==> config.mk <==
export PLATFORM = sky130hd
export DESIGN_NAME = bp_access_scheduler
export DESIGN_NICKNAME = d
export VERILOG_FILES = /design/src/rtl/bp_access_scheduler.sv
export SDC_FILE = /design/constraint.sdc
export NUM_CORES = 1
export LEC_CHECK = 0
export ABC_AREA = 1
export CAP_MARGIN = 25
export CORE_MARGIN = 2
export CORE_UTILIZATION = 55
export DETAILED_ROUTE_END_ITERATION = 10
export DONT_BUFFER_PORTS = 1
export HOLD_SLACK_MARGIN = 0.05
export PLACE_DENSITY = 0.73
export SLEW_MARGIN = 15
export SYNTH_ARGS = -nofsm -noshare
export SYNTH_HDL_FRONTEND = slang
export SYNTH_SLANG_ARGS = --single-unit
==> constraint.sdc <==
create_clock -name clock -period 3.01 [get_ports clock]
set_input_delay 0.7525 -clock clock [delete_from_list [all_inputs] [get_ports clock]]
set_output_delay 0.7525 -clock clock [all_outputs]
set_load 0.05 [all_outputs]
==> src/rtl/bp_access_scheduler.sv <==
// Purpose: arbitrates the single branch-predictor table port between fetch lookups and queued retire updates.
// Latency: lookup grant is combinational and its response is one cycle later; a queued update is written no earlier than the cycle after it is accepted.
// Backpressure: upd_ready drops while the outcome FIFO is full; lookups have priority until STARVE_MAX consecutive grants, then one update is forced.
//
// Ports:
//   clock, reset                      - rising-edge clock, async active-high reset
//   pred_req/pred_pc                  - lookup request and PC (same-cycle pred_grant)
//   pred_rsp_valid/pred_rsp_taken     - registered lookup response (tbl_rdata pass-through)
//   upd_valid/upd_pc/upd_taken        - resolved outcome offer, accepted when upd_ready
//   tbl_en/tbl_we/tbl_pc/tbl_wdata    - table port command; tbl_rdata returns read data next cycle
//   queue_count                       - outcome FIFO occupancy
module bp_access_scheduler #(
  parameter int PC_W       = 10,
  parameter int QDEPTH     = 4,
  parameter int STARVE_MAX = 3
) (
  input  logic                      clock,
  input  logic                      reset,
  input  logic                      pred_req,
  input  logic [PC_W-1:0]           pred_pc,
  output logic                      pred_grant,
  output logic                      pred_rsp_valid,
  output logic                      pred_rsp_taken,
  input  logic                      upd_valid,
  input  logic [PC_W-1:0]           upd_pc,
  input  logic                      upd_taken,
  output logic                      upd_ready,
  output logic                      tbl_en,
  output logic                      tbl_we,
  output logic [PC_W-1:0]           tbl_pc,
  output logic                      tbl_wdata,
  input  logic                      tbl_rdata,
  output logic [$clog2(QDEPTH):0]   queue_count
);

  localparam int AW = $clog2(QDEPTH);
  localparam int CW = AW + 1;
  localparam int SW = $clog2(STARVE_MAX + 1);

  logic [PC_W-1:0] pc_mem_q    [QDEPTH];
  logic [PC_W-1:0] pc_mem_d    [QDEPTH];
  logic            taken_mem_q [QDEPTH];
  logic            taken_mem_d [QDEPTH];
  logic [AW-1:0]   head_q, head_d;
  logic [AW-1:0]   tail_q, tail_d;
  logic [CW-1:0]   count_q, count_d;
  logic [SW-1:0]   starve_q, starve_d;
  logic            rsp_valid_q, rsp_valid_d;

  logic nonempty;
  logic force_upd;
  logic sel_lookup;
  logic sel_update;
  logic push;

  assign nonempty   = (count_q != '0);
  assign force_upd  = (starve_q == SW'(STARVE_MAX)) && nonempty;
  assign sel_lookup = pred_req && !force_upd;
  assign sel_update = !sel_lookup && nonempty;
  // Ready looks only at the registered count: a full queue does not accept
  // even when the head is popping this cycle.
  assign upd_ready  = (count_q != CW'(QDEPTH));
  assign push       = upd_valid && upd_ready;

  assign pred_grant     = sel_lookup;
  assign pred_rsp_valid = rsp_valid_q;
  assign pred_rsp_taken = rsp_valid_q & tbl_rdata;
  assign queue_count    = count_q;

  assign tbl_en    = sel_lookup | sel_update;
  assign tbl_we    = sel_update;
  assign tbl_pc    = sel_lookup ? pred_pc : (sel_update ? pc_mem_q[head_q] : '0);
  assign tbl_wdata = sel_update & taken_mem_q[head_q];

  always_comb begin
    pc_mem_d    = pc_mem_q;
    taken_mem_d = taken_mem_q;
    tail_d      = tail_q;
    head_d      = head_q;
    if (push) begin
      pc_mem_d[tail_q]    = upd_pc;
      taken_mem_d[tail_q] = upd_taken;
      tail_d              = tail_q + AW'(1);
    end
    // Pop decision uses the pre-push occupancy, so a push into an empty
    // queue is never written out in the same cycle.
    if (sel_update) begin
      head_d = head_q + AW'(1);
    end
    count_d = count_q + CW'(push) - CW'(sel_update);

    // Count lookups that bypass a waiting update; anything else clears it.
    starve_d = '0;
    if (sel_lookup && nonempty) begin
      starve_d = (starve_q == SW'(STARVE_MAX)) ? starve_q : starve_q + SW'(1);
    end

    rsp_valid_d = sel_lookup;
  end

  always_ff @(posedge clock or posedge reset) begin
    if (reset) begin
      for (int i = 0; i < QDEPTH; i++) begin
        pc_mem_q[i]    <= '0;
        taken_mem_q[i] <= 1'b0;
      end
      head_q      <= '0;
      tail_q      <= '0;
      count_q     <= '0;
      starve_q    <= '0;
      rsp_valid_q <= 1'b0;
    end else begin
      pc_mem_q    <= pc_mem_d;
      taken_mem_q <= taken_mem_d;
      head_q      <= head_d;
      tail_q      <= tail_d;
      count_q     <= count_d;
      starve_q    <= starve_d;
      rsp_valid_q <= rsp_valid_d;
    end
  end

endmodule

==> summary.md <==
| Metric | Value |
|---|---|
| Max-cap violation count | 0 |
| Die Wd | 77.2 um |
| Initial antenna violation count | 0 |
| Max incr delay on CP | 0.55 ns |
| Most frequent cells after synthesis | nand2_1 (130), inv_1 (62), dfrtp_1 (54) |
| Core Region | 5140 um^2 |
| WHS | 0.293 ns |
| CP delay by family, top | simple AND/OR/NAND/NOR gates |
| N_diodes | 0 |
| CP Max Fanout | 11 |
| Peak supply drop | 0.000550 V |
| Row count | 26 |
| GRT Overall Usage | 22.4% |
| Tcrit/Tclk final | 88.7% |
| Unique masters post-synth | 23 |
| Full die area | 5960 um^2 |
| CTS root buf | clkbuf_8 |
| H-Tree Level Count | 2 |
| Crit path max-delay cell type | dfrtp_2 |
| Setup WS post-layout | 0.339 ns |
| Endpoints failing hold | 0 |
| WS Path Type | reg -> out |
| Largest net degree at the start of global routing | 25 |
| YS warnings | 0 |
| Filler instances | 498 |
| Fmax | 374 MHz |
| Antenna-violating nets left | 0 |
| Number of synthesized flops with an enable pin | 0 |
| Primary FF master, synth | dfrtp_1 |
| Initial drt markers | 144 |
| Endpoints failing setup | 0 |
| CTS tree | yes |
| Post-synth net total | 403 |
| Gate Count Post-Synth | 369 |
| DR pass1 iterations | 4 |
| Area grow syn2layout | 5.26% |
| Count leader, synth | nand2_1 |
| Routed vias | 2,276 |
| Critical Path RT | 2.26 ns |
| I/O Pins | 46 |
| Clock latency on the worst-skew pair | 0.30 ns |
| Mapped Area | 2950 um^2 |
| Die height | 77.2 um |
| Share of layout cells above drive strength 1 | 15.6% |
| CP Launch Type | flop |
| Final Max Tran Viols | 0 |
| Cell mode on critical path | nand2_1 |
| Status | finished clean |
| DP Area | 3020 um^2 |
| Crit end category | primary output |
| Reg2Reg Setup Slack | 0.73 ns |
| Fin area | 3100 um^2 |
| DPL Wire Length | 4080 um |
| Top-area cell type share of the netlist area | 45.8% |
| CP bufs+invs | 2 |
| Vias in the first global route | 2,198 |
| Clk_skew | 0.0101 ns |
| Initial core utilization | 57.4% |
| Setup TNS | 0 ns |
| Hold Path Class | in -> async |
| First-pass GRT wire length | 10,500 um |
| CP arrival | 1.92 ns |
| Sequential-to-total area share from yosys stat | 45.8% |
| Slew HR | 62.0% |
| WL per Instance | 13.5 um |
| Minimum clock period | 2.67 ns |
| DR DRC count | 0 |
| Leakage power | 1.71 nW |
| Vias per cell | 5.09 |
| Number of CTS-inserted buffers | 5 |
| Compound-cell area share of the yosys netlist | 11.2% |
| XOR/XNOR share of the synthesized area | 1.19% |
| Clk buf depth | 2 |
| Unrepaired setup endpoints after global routing | false |
| Critical Path, Cell by Cell | inv_1 > nand2_2 > nand2_1 > nand3_1 > nand2_1 > buf_4 |
| Leading area contributor after synthesis | dfrtp_1 |
| Dpl ws | 0.480 ns |
| Overflow after GRT | 0 |
| Post-synthesis simple-gate area fraction | 24.7% |
| FF+latch count, synth | 54 |
| Total Routed Length | 6020 um |
| FFs w/ async S/R, synth | 100% |
| Largest family of logic cells by synthesized area | simple AND/OR/NAND/NOR gates |
| GP Congestion | 0.779 |
| Post-Synth Adder-Cell Area | 3.65% |
| Slew @ Worst Pin | 0.569 ns |
| Final net count | 411 |
| # clock sinks | 54 |
| IO Port Bufs | 0 |
| Syn Area/Cell | 7.99 um^2 |
| Pwr Density | 1160 nW/um^2 |
| Clk slew on worst S/H paths | 0.09 ns |
| Synth top area cells | dfrtp_1 (46%), nand2_1 (17%), inv_1 (7.9%) |
| Mux cell area share after synthesis | 0% |
## worst reg2reg max path: cells and delay by family, from the launching register on
kind	cells	cell delay, ns
adder cells (fa/ha/maj)	3	0.88
flip-flops	1	0.58
buffers and inverters	5	0.49
AND/OR/NAND/NOR	1	0.13
AO/OA/AOI/OAI	1	0.10
## layer usage
metal,GRT usage [%],wire (um)
met4,8.04,71
met2,37.0,2940
met3,3.41,342
met5,0,0
met1,30.2,2670
## power by group
| group | total (mW) | internal (mW) | switching [mW] |
|---|---|---|---|
| sequential | 1.29 | 1.06 | 0.226 |
| combinational | 1.93 | 0.639 | 1.29 |
| clock | 0.380 | 0.157 | 0.224 |
| total | 3.60 | 1.86 | 1.74 |
## through the flow
stage	util [%]	cells	total power, mW
after floorplan	-	369	2.89
after global placement	58.8	440	3.18
after detailed placement	58.8	440	3.24
after CTS	60.4	447	3.62
after global routing	60.4	447	3.93
final	60.4	447	3.60
## flip-flops by register name, indices dropped and copies added, names as in the netlist
signal          count
starve_q            2
tail_q              2
pc_mem_q           40
pred_rsp_valid      1
queue_count         3
head_q              2
taken_mem_q         4
## cell families after synthesis
family                   count (synthesis)
AO/OA/AOI/OAI                           49
AND/OR/NAND/NOR                        172
buffers and inverters                   82
XOR/XNOR                                 4
flip-flops                              54
adder cells (fa/ha/maj)                  8
## area by class of cell
class,count,area [um^2],area share [%]
Sequential cell,54,1350,43.6
Inverter,64,240,7.74
Timing Repair Buffer,19,143,4.59
Clock inverter,2,10.0,0.322
Multi-Input combinational cell,233,1200,38.7
Tap cell,70,87.6,2.82
Clock buffer,5,68.8,2.22
## cell usage in the layout (no fill, tap or decap)
cell type and count:
fa_1 1, nand3_2 4, clkinv_2 2, inv_1 61
a21oi_1 2, dfrtp_2 1, nand2_1 130, clkbuf_8 5
nand2_4 1, xor2_1 1, inv_2 3, ha_1 7
nor2_1 2, o21ai_0 1, nand3_1 33, nand2_2 1
xnor2_1 3, o211ai_1 1, buf_4 19, dfrtp_1 53
o21ai_2 22, nor2_4 1, o21ai_1 23
## repair_timing
| action | 4_1_cts | 5_1_grt |
|---|---|---|
| hold buffers | 0 | 0 |
| resized for setup | 0 | 1 |
| endpoints found under the hold margin | 0 | 0 |
| setup buffers | 0 | 0 |
| setup endpoints to repair | 0 | 4 |
## path summary, 6_finish.rpt
path	end	cells past startpoint	startpoint
worst max-delay path	tbl_pc[6]	6	queue_count[2]
worst min-delay path	pc_mem_q[37]	1	reset
worst max register to register	queue_count[1]	10	queue_count[2]
worst min register to register	starve_q[0]	1	starve_q[0]
max in group asynchronous	head_q[1]	2	reset
min in group clock	starve_q[0]	1	starve_q[0]
Power figures use the tool's default switching activity.
